<file path="src/rtl/controller_sample_logger_if.sv">
// rtl/controller_sample_logger_if.sv - sample stream interface for the capture engine
// Purpose: carries the 32-bit valid/ready sample stream into controller_sample_logger.
// Signals:
//   in_valid  source -> logger  sample valid
//   in_ready  logger -> source  sample accepted when in_valid & in_ready at a rising edge
//   in_data   source -> logger  32-bit sample
// Modports: master = sample source, slave = logger.
interface controller_sample_logger_if;
  logic        in_valid;
  logic        in_ready;
  logic [31:0] in_data;

  modport master (output in_valid, output in_data, input in_ready);
  modport slave  (input in_valid, input in_data, output in_ready);
endinterface

</file>
<file path="src/rtl/controller_sample_logger.sv">
// rtl/controller_sample_logger.sv - streaming sample capture into a RAM ring buffer with block headers
// Purpose: accepts samples from in_if and writes them as a ring of 2**DEPTH_LOG2 words starting at
//   BASE_ADDR through the data RAM s2 port. After every BLOCK_WORDS samples (or on a partial flush when
//   enable drops) a header {seq[15:0], wr_index} is written to HEADER_ADDR.
// Ports:
//   clk, reset_n      clock (shared with RAM s2), synchronous active-low reset
//   enable            capture enable (level)
//   clear             synchronous pointer/sequence clear (pulse)
//   in_if             sample stream (slave side)
//   ram_address/ram_chipselect/ram_write/ram_byteenable/ram_writedata  RAM s2 write port, registered
//   wr_index          next ring slot to be written
//   block_done        one-cycle pulse coincident with each header write
module controller_sample_logger #(
  parameter int                    ADDR_WIDTH  = 12,
  parameter logic [ADDR_WIDTH-1:0] BASE_ADDR   = 12'h800,
  parameter int                    DEPTH_LOG2  = 10,
  parameter int                    BLOCK_WORDS = 64,
  parameter logic [ADDR_WIDTH-1:0] HEADER_ADDR = 12'h7FF
) (
  input  logic                   clk,
  input  logic                   reset_n,
  input  logic                   enable,
  input  logic                   clear,
  controller_sample_logger_if.slave in_if,
  output logic [ADDR_WIDTH-1:0]  ram_address,
  output logic                   ram_chipselect,
  output logic                   ram_write,
  output logic [3:0]             ram_byteenable,
  output logic [31:0]            ram_writedata,
  output logic [DEPTH_LOG2-1:0]  wr_index,
  output logic                   block_done
);

  localparam int CNT_W = $clog2(BLOCK_WORDS + 1);

  typedef enum logic [1:0] {IDLE, RUN, HDR} state_t;

  state_t           state, state_next;
  logic [CNT_W-1:0] blk_cnt, blk_cnt_next;
  logic [15:0]      seq;
  logic             ready;
  logic             accept;

  // Ready is dropped while clear is high so a sample is never handshaken on an edge that discards it.
  assign ready            = (state == RUN) && !clear;
  assign accept           = ready && in_if.in_valid;
  assign in_if.in_ready   = ready;
  assign ram_chipselect   = ram_write;
  assign ram_byteenable   = 4'hF;

  always_ff @(posedge clk) begin
    if (!reset_n) begin
      state   <= IDLE;
      blk_cnt <= '0;
    end else begin
      state   <= state_next;
      blk_cnt <= blk_cnt_next;
    end
  end

  always_comb begin
    state_next   = state;
    blk_cnt_next = blk_cnt;
    case (state)
      IDLE: begin
        if (enable) state_next = RUN;
      end
      RUN: begin
        if (accept) begin
          if (blk_cnt == CNT_W'(BLOCK_WORDS - 1)) begin
            state_next   = HDR;
            blk_cnt_next = '0;
          end else begin
            blk_cnt_next = blk_cnt + 1'b1;
          end
        end else if (!enable) begin
          // Partial flush: publish a header for the samples already written, then start a fresh block.
          state_next   = (blk_cnt != '0) ? HDR : IDLE;
          blk_cnt_next = '0;
        end
      end
      HDR: begin
        state_next = enable ? RUN : IDLE;
      end
      default: begin
        state_next   = IDLE;
        blk_cnt_next = '0;
      end
    endcase
    if (clear) begin
      state_next   = enable ? RUN : IDLE;
      blk_cnt_next = '0;
    end
  end

  // RAM write port and ring/sequence pointers. A data write and a header write can never collide:
  // ready is low in HDR, so the header always occupies its own cycle right after the last data write.
  always_ff @(posedge clk) begin
    if (!reset_n) begin
      ram_write     <= 1'b0;
      ram_address   <= '0;
      ram_writedata <= '0;
      block_done    <= 1'b0;
      wr_index      <= '0;
      seq           <= '0;
    end else begin
      ram_write  <= 1'b0;
      block_done <= 1'b0;
      if (clear) begin
        wr_index <= '0;
        seq      <= '0;
      end else if (accept) begin
        ram_write     <= 1'b1;
        ram_address   <= BASE_ADDR + ADDR_WIDTH'(wr_index);
        ram_writedata <= in_if.in_data;
        wr_index      <= wr_index + 1'b1;
      end else if (state == HDR) begin
        ram_write     <= 1'b1;
        block_done    <= 1'b1;
        ram_address   <= HEADER_ADDR;
        ram_writedata <= {seq, 16'(wr_index)};
        seq           <= seq + 1'b1;
      end
    end
  end

endmodule

</file>
<file path="src/flat_wrapper.sv">
// flat-port wrapper written by rule: the top's interface ports become plain ports
module controller_sample_logger_flat 
#(
  parameter int                    ADDR_WIDTH  = 12,
  parameter logic [ADDR_WIDTH-1:0] BASE_ADDR   = 12'h800,
  parameter int                    DEPTH_LOG2  = 10,
  parameter int                    BLOCK_WORDS = 64,
  parameter logic [ADDR_WIDTH-1:0] HEADER_ADDR = 12'h7FF
)
  (clk, reset_n, enable, clear, ram_address, ram_chipselect, ram_write, ram_byteenable, ram_writedata, wr_index, block_done, in_if_in_valid, in_if_in_data, in_if_in_ready);
  controller_sample_logger_if in_if_i ();
  input  logic clk;
  input  logic reset_n;
  input  logic enable;
  input  logic clear;
  output logic [ADDR_WIDTH-1:0] ram_address;
  output logic ram_chipselect;
  output logic ram_write;
  output logic [3:0] ram_byteenable;
  output logic [31:0] ram_writedata;
  output logic [DEPTH_LOG2-1:0] wr_index;
  output logic block_done;
  input wire logic [$bits(in_if_i.in_valid)-1:0] in_if_in_valid;
  input wire logic [$bits(in_if_i.in_data)-1:0] in_if_in_data;
  output wire logic [$bits(in_if_i.in_ready)-1:0] in_if_in_ready;
  assign in_if_i.in_valid = in_if_in_valid;
  assign in_if_i.in_data = in_if_in_data;
  assign in_if_in_ready = in_if_i.in_ready;
  controller_sample_logger #(.ADDR_WIDTH(ADDR_WIDTH), .BASE_ADDR(BASE_ADDR), .DEPTH_LOG2(DEPTH_LOG2), .BLOCK_WORDS(BLOCK_WORDS), .HEADER_ADDR(HEADER_ADDR)) u_core (.clk(clk), .reset_n(reset_n), .enable(enable), .clear(clear), .in_if(in_if_i), .ram_address(ram_address), .ram_chipselect(ram_chipselect), .ram_write(ram_write), .ram_byteenable(ram_byteenable), .ram_writedata(ram_writedata), .wr_index(wr_index), .block_done(block_done));
endmodule
</file>
<file path="config.mk">
export PLATFORM = sky130hd
export DESIGN_NAME = controller_sample_logger_flat
export DESIGN_NICKNAME = d
export VERILOG_FILES = /design/src/rtl/controller_sample_logger_if.sv /design/src/rtl/controller_sample_logger.sv /design/src/flat_wrapper.sv
export SDC_FILE = /design/constraint.sdc
export NUM_CORES = 1
export LEC_CHECK = 0
export ABC_AREA = 1
export CORE_MARGIN = 3
export CORE_UTILIZATION = 41
export CTS_CLUSTER_SIZE = 8
export DETAILED_ROUTE_END_ITERATION = 16
export PLACE_DENSITY = 0.7
export SLEW_MARGIN = 40
export SYNTH_ARGS = -nofsm -noshare
export SYNTH_HDL_FRONTEND = slang
export SYNTH_SLANG_ARGS = --single-unit
</file>
<file path="constraint.sdc">
create_clock -name clk -period 1.9 [get_ports clk]
set_input_delay 0.38 -clock clk [delete_from_list [all_inputs] [get_ports clk]]
set_output_delay 0.38 -clock clk [all_outputs]
set_load 0.01 [all_outputs]
</file>
==> run_results.csv, run 1 <==
group,metric,value,unit
die,core_area,8382,µm²
clocking,clkLatencyLatePin,0.36,ns
pwr,power.density,757.6,nW/µm²
final_layout,layout.nets,660,
grt,grt_pass1_vias,3451,
critical_path,crit_slowest_cell,"clkdlybuf4s50_1",
die,dieArea,9995,µm²
yosys,yosysSeqAreaShare,44.78,%
critical_path,crit_path_end_kind,"output port",
grt,grtUsageTotal,19.57,%
final_layout,nFillCells,779,
timing,max_freq,549.5,MHz
placement,placed_area,4757,µm²
job,max-cap-violations,0,
clocking,postCtsHoldBufs,0,
die,die_width,99.98,µm
yosys,synthesis.area_per_instance,7.072,µm²
die,rows,33,
clocking,clock-sinks,81,
timing,rsz0062_at_grt,"false",
die,die_h,99.98,µm
pwr,p_leak,1.865,nW
routing,wl,9365,µm
timing,finalSetupViolCount,0,
yosys,synth_largest_area_cell,"dfxtp_1",
final_layout,area_growth,38.67,%
placement,port_buffers,94,
final_layout,design_area,5021,µm²
pwr,total_power,3.804,mW
die,start_util,43.20,%
critical_path,worst-path-max-fanout,7,
timing,fin_worst_skew,0.009932,ns
yosys,syn_inst,512,
timing,hold_viol,0,
final_layout,drive_gt1_share,8.347,%
timing,min_period,1.820,ns
yosys,netlist_area,3621,µm²
yosys,synth.distinct_cells,31,
run_status,status,"complete, no violations",
yosys,yosys-top-cells-area,"dfxtp_1 (45%), nand2_1 (17%), nor2_1 (5.7%)",
grt,grt_max_degree,34,
clocking,ctsRootBufferMaster,"clkbuf_8",
grt,grt.overflow.total,0,
critical_path,arrival,1.44,ns
grt,grt_pass1_wl,15820,µm
grt,antenna_found_initial,0,
yosys,yosysTopAreaCellShare,44.78,%
clocking,h-tree-depth,3,
min_path,hold_path_class,"flip-flop to flip-flop",
yosys,ys_warn_count,0,
routing,drc,0,
critical_path,cp_top_family,"buffers and inverters",
placement,gp_congestion,0.8831,
routing,via_count,3609,
die,pin_count,99,
critical_path,slowest_delay,0.60,ns
pwr,vdd_ir_drop_max,0.0003482,V
critical_path,setup.worst_path.class,"flip-flop to output port",
clocking,cts_tree,"built",
clocking,cts_buffers,9,
critical_path,critPathLaunchType,"flip-flop",
routing,postRouteAntennaNets,0,
routing,wl_per_cell,12.86,µm
timing,timing.setup.tns,0,ns
clocking,cts_max_path_buffers,2,
timing,maxSlewViolCount,0,
critical_path,crit_path_cell_trace,"clkdlybuf4s50_1",
critical_path,crit_buf_inv,1,
critical_path,cp.required,1.52,ns
timing,period_share,95.77,%
clocking,cts_setup_buffers,0,
yosys,synth_seq_cells,81,
placement,dp_hpwl,6858,µm
clocking,clk_pin_slew_worst_paths,0.08,ns
routing,viasPerCell,4.957,
routing,drt-pass1-iter-count,4,
routing,drt_iter0_drc,144,
final_layout,antenna_cells,0,
==> layout make-up <==
type	instances	area, µm²	share of cell area [%]
Multi-Input combinational cell	365	1697	33.79
Sequential cell	81	1622	32.30
Timing Repair Buffer	117	1137	22.65
Inverter	45	168.9	3.364
Clock buffer	10	137.6	2.741
Tap cell	105	131.4	2.616
Clock inverter	5	127.6	2.542
==> metal layers <==
layer / global-route usage, % / vias to the layer above / share of wire [%]
met4: 8.394 / 0 / 1.9
met3: 3.961 / 13 / 5.3
met5: 0 / - / 0
met2: 31.45 / 91 / 46
li1: - / 1859 / -
met1: 25.61 / 1646 / 47
==> where the power goes <==
group	total, mW	switching (mW)	internal, mW	leakage, nW
clock	1.66	0.625	1.03	0.129
combinational	0.385	0.184	0.201	1.08
sequential	1.76	0.0225	1.74	0.655
==> stage by stage <==
step / instances / hold slack, ns / worst slack (ns) / util (%)
after floorplan: 515 / 0.4453 / 0.4886 / -
after global placement: 713 / 0.4473 / -0.08880 / 56.75
after detailed placement: 713 / 0.4553 / -0.09854 / 56.75
after CTS: 728 / 0.4655 / 0.06124 / 59.90
after global routing: 728 / 0.4931 / 0.02017 / 59.90
final: 728 / 0.4638 / 0.08029 / 59.90
==> path summary, 6_finish.rpt <==
path,start,end,slack (ns),cells past startpoint
min reg2reg,u_core.ram_writedata[15]$_SDFFE_PN0P_,u_core.ram_writedata[15]$_SDFFE_PN0P_,0.46,2
min,u_core.ram_writedata[15]$_SDFFE_PN0P_,u_core.ram_writedata[15]$_SDFFE_PN0P_,0.46,2
max,u_core.wr_index[0]$_SDFFE_PP0P_,wr_index[0],0.08,1
max reg2reg,u_core.state[1]$_SDFFE_PN0P_,u_core.ram_address[5]$_SDFFE_PN0P_,0.25,8
==> cells in the mapped netlist <==
cell type / number
nor2_1: 55
a21oi_1: 38
nor2_4: 1
clkbuf_1: 5
inv_1: 40
clkinv_1: 1
o21ai_1: 9
nor2_2: 4
nor2_8: 2
nand2_2: 2
o21a_1: 1
conb_1: 1
nor3_1: 7
buf_6: 1
buf_2: 8
nand2_1: 163
a22oi_1: 1
a31oi_1: 22
o22ai_1: 1
inv_2: 4
nand4_1: 9
xor2_1: 2
buf_4: 10
ha_1: 4
nor3_4: 1
o21ai_0: 17
dfxtp_1: 81
o21bai_1: 2
o211ai_1: 1
nand3_1: 18
nor3b_1: 1
==> flip-flops by register name, indices dropped and copies added (netlist names) <==
register and flops:
u_core.ram_writedata 32, u_core.seq 16, u_core.ram_address 12, u_core.wr_index 10, u_core.blk_cnt 7, u_core.state 2, u_core.block_done 1, u_core.ram_chipselect 1
==> cell families (layout without fill, tap and decap cells) <==
kind of cell	after synthesis	count (layout)	share of synthesized area, %
and+or+nand+nor	263	263	30.72
AOI/OAI and AO/OA	92	92	13.86
DFF	81	81	44.78
buffers and inverters	69	177	8.673
adders and majority gates	4	4	1.382
xor gates and xnor gates	2	2	0.4838
other	1	4	0.1036
==> layout by cell type (no fill, tap or decap), drive strengths merged, types with 2 or more instances in the layout <==
cell / instances
nand2: 165
clkdlybuf4s50: 93
dfxtp: 81
nor2: 62
inv: 44
a21oi: 38
o21ai: 26
buf: 23
a31oi: 22
nand3: 18
clkbuf: 10
nand4: 9
nor3: 8
ha: 4
conb: 4
bufinv: 4
o21bai: 2
xor2: 2
==> tightest hold or removal path, cell delays in order, from the launching register on <==
cell,delay [ns]
dfxtp_1,0.31
nand2_1,0.06
a21oi_1,0.05
==> what timing repair did <==
item	in CTS	in global routing
setup endpoints to repair	1	0
gates resized for setup	1	0
endpoints found under the hold margin	0	0
Power figures use the tool's default switching activity.
==> run 2: changes to the inputs <==
Settings changed: CTS_CLUSTER_SIZE 8 to 30.
==> results of run 2 <==
No change in the layout: final DEF, timing and power equal those of run 1.
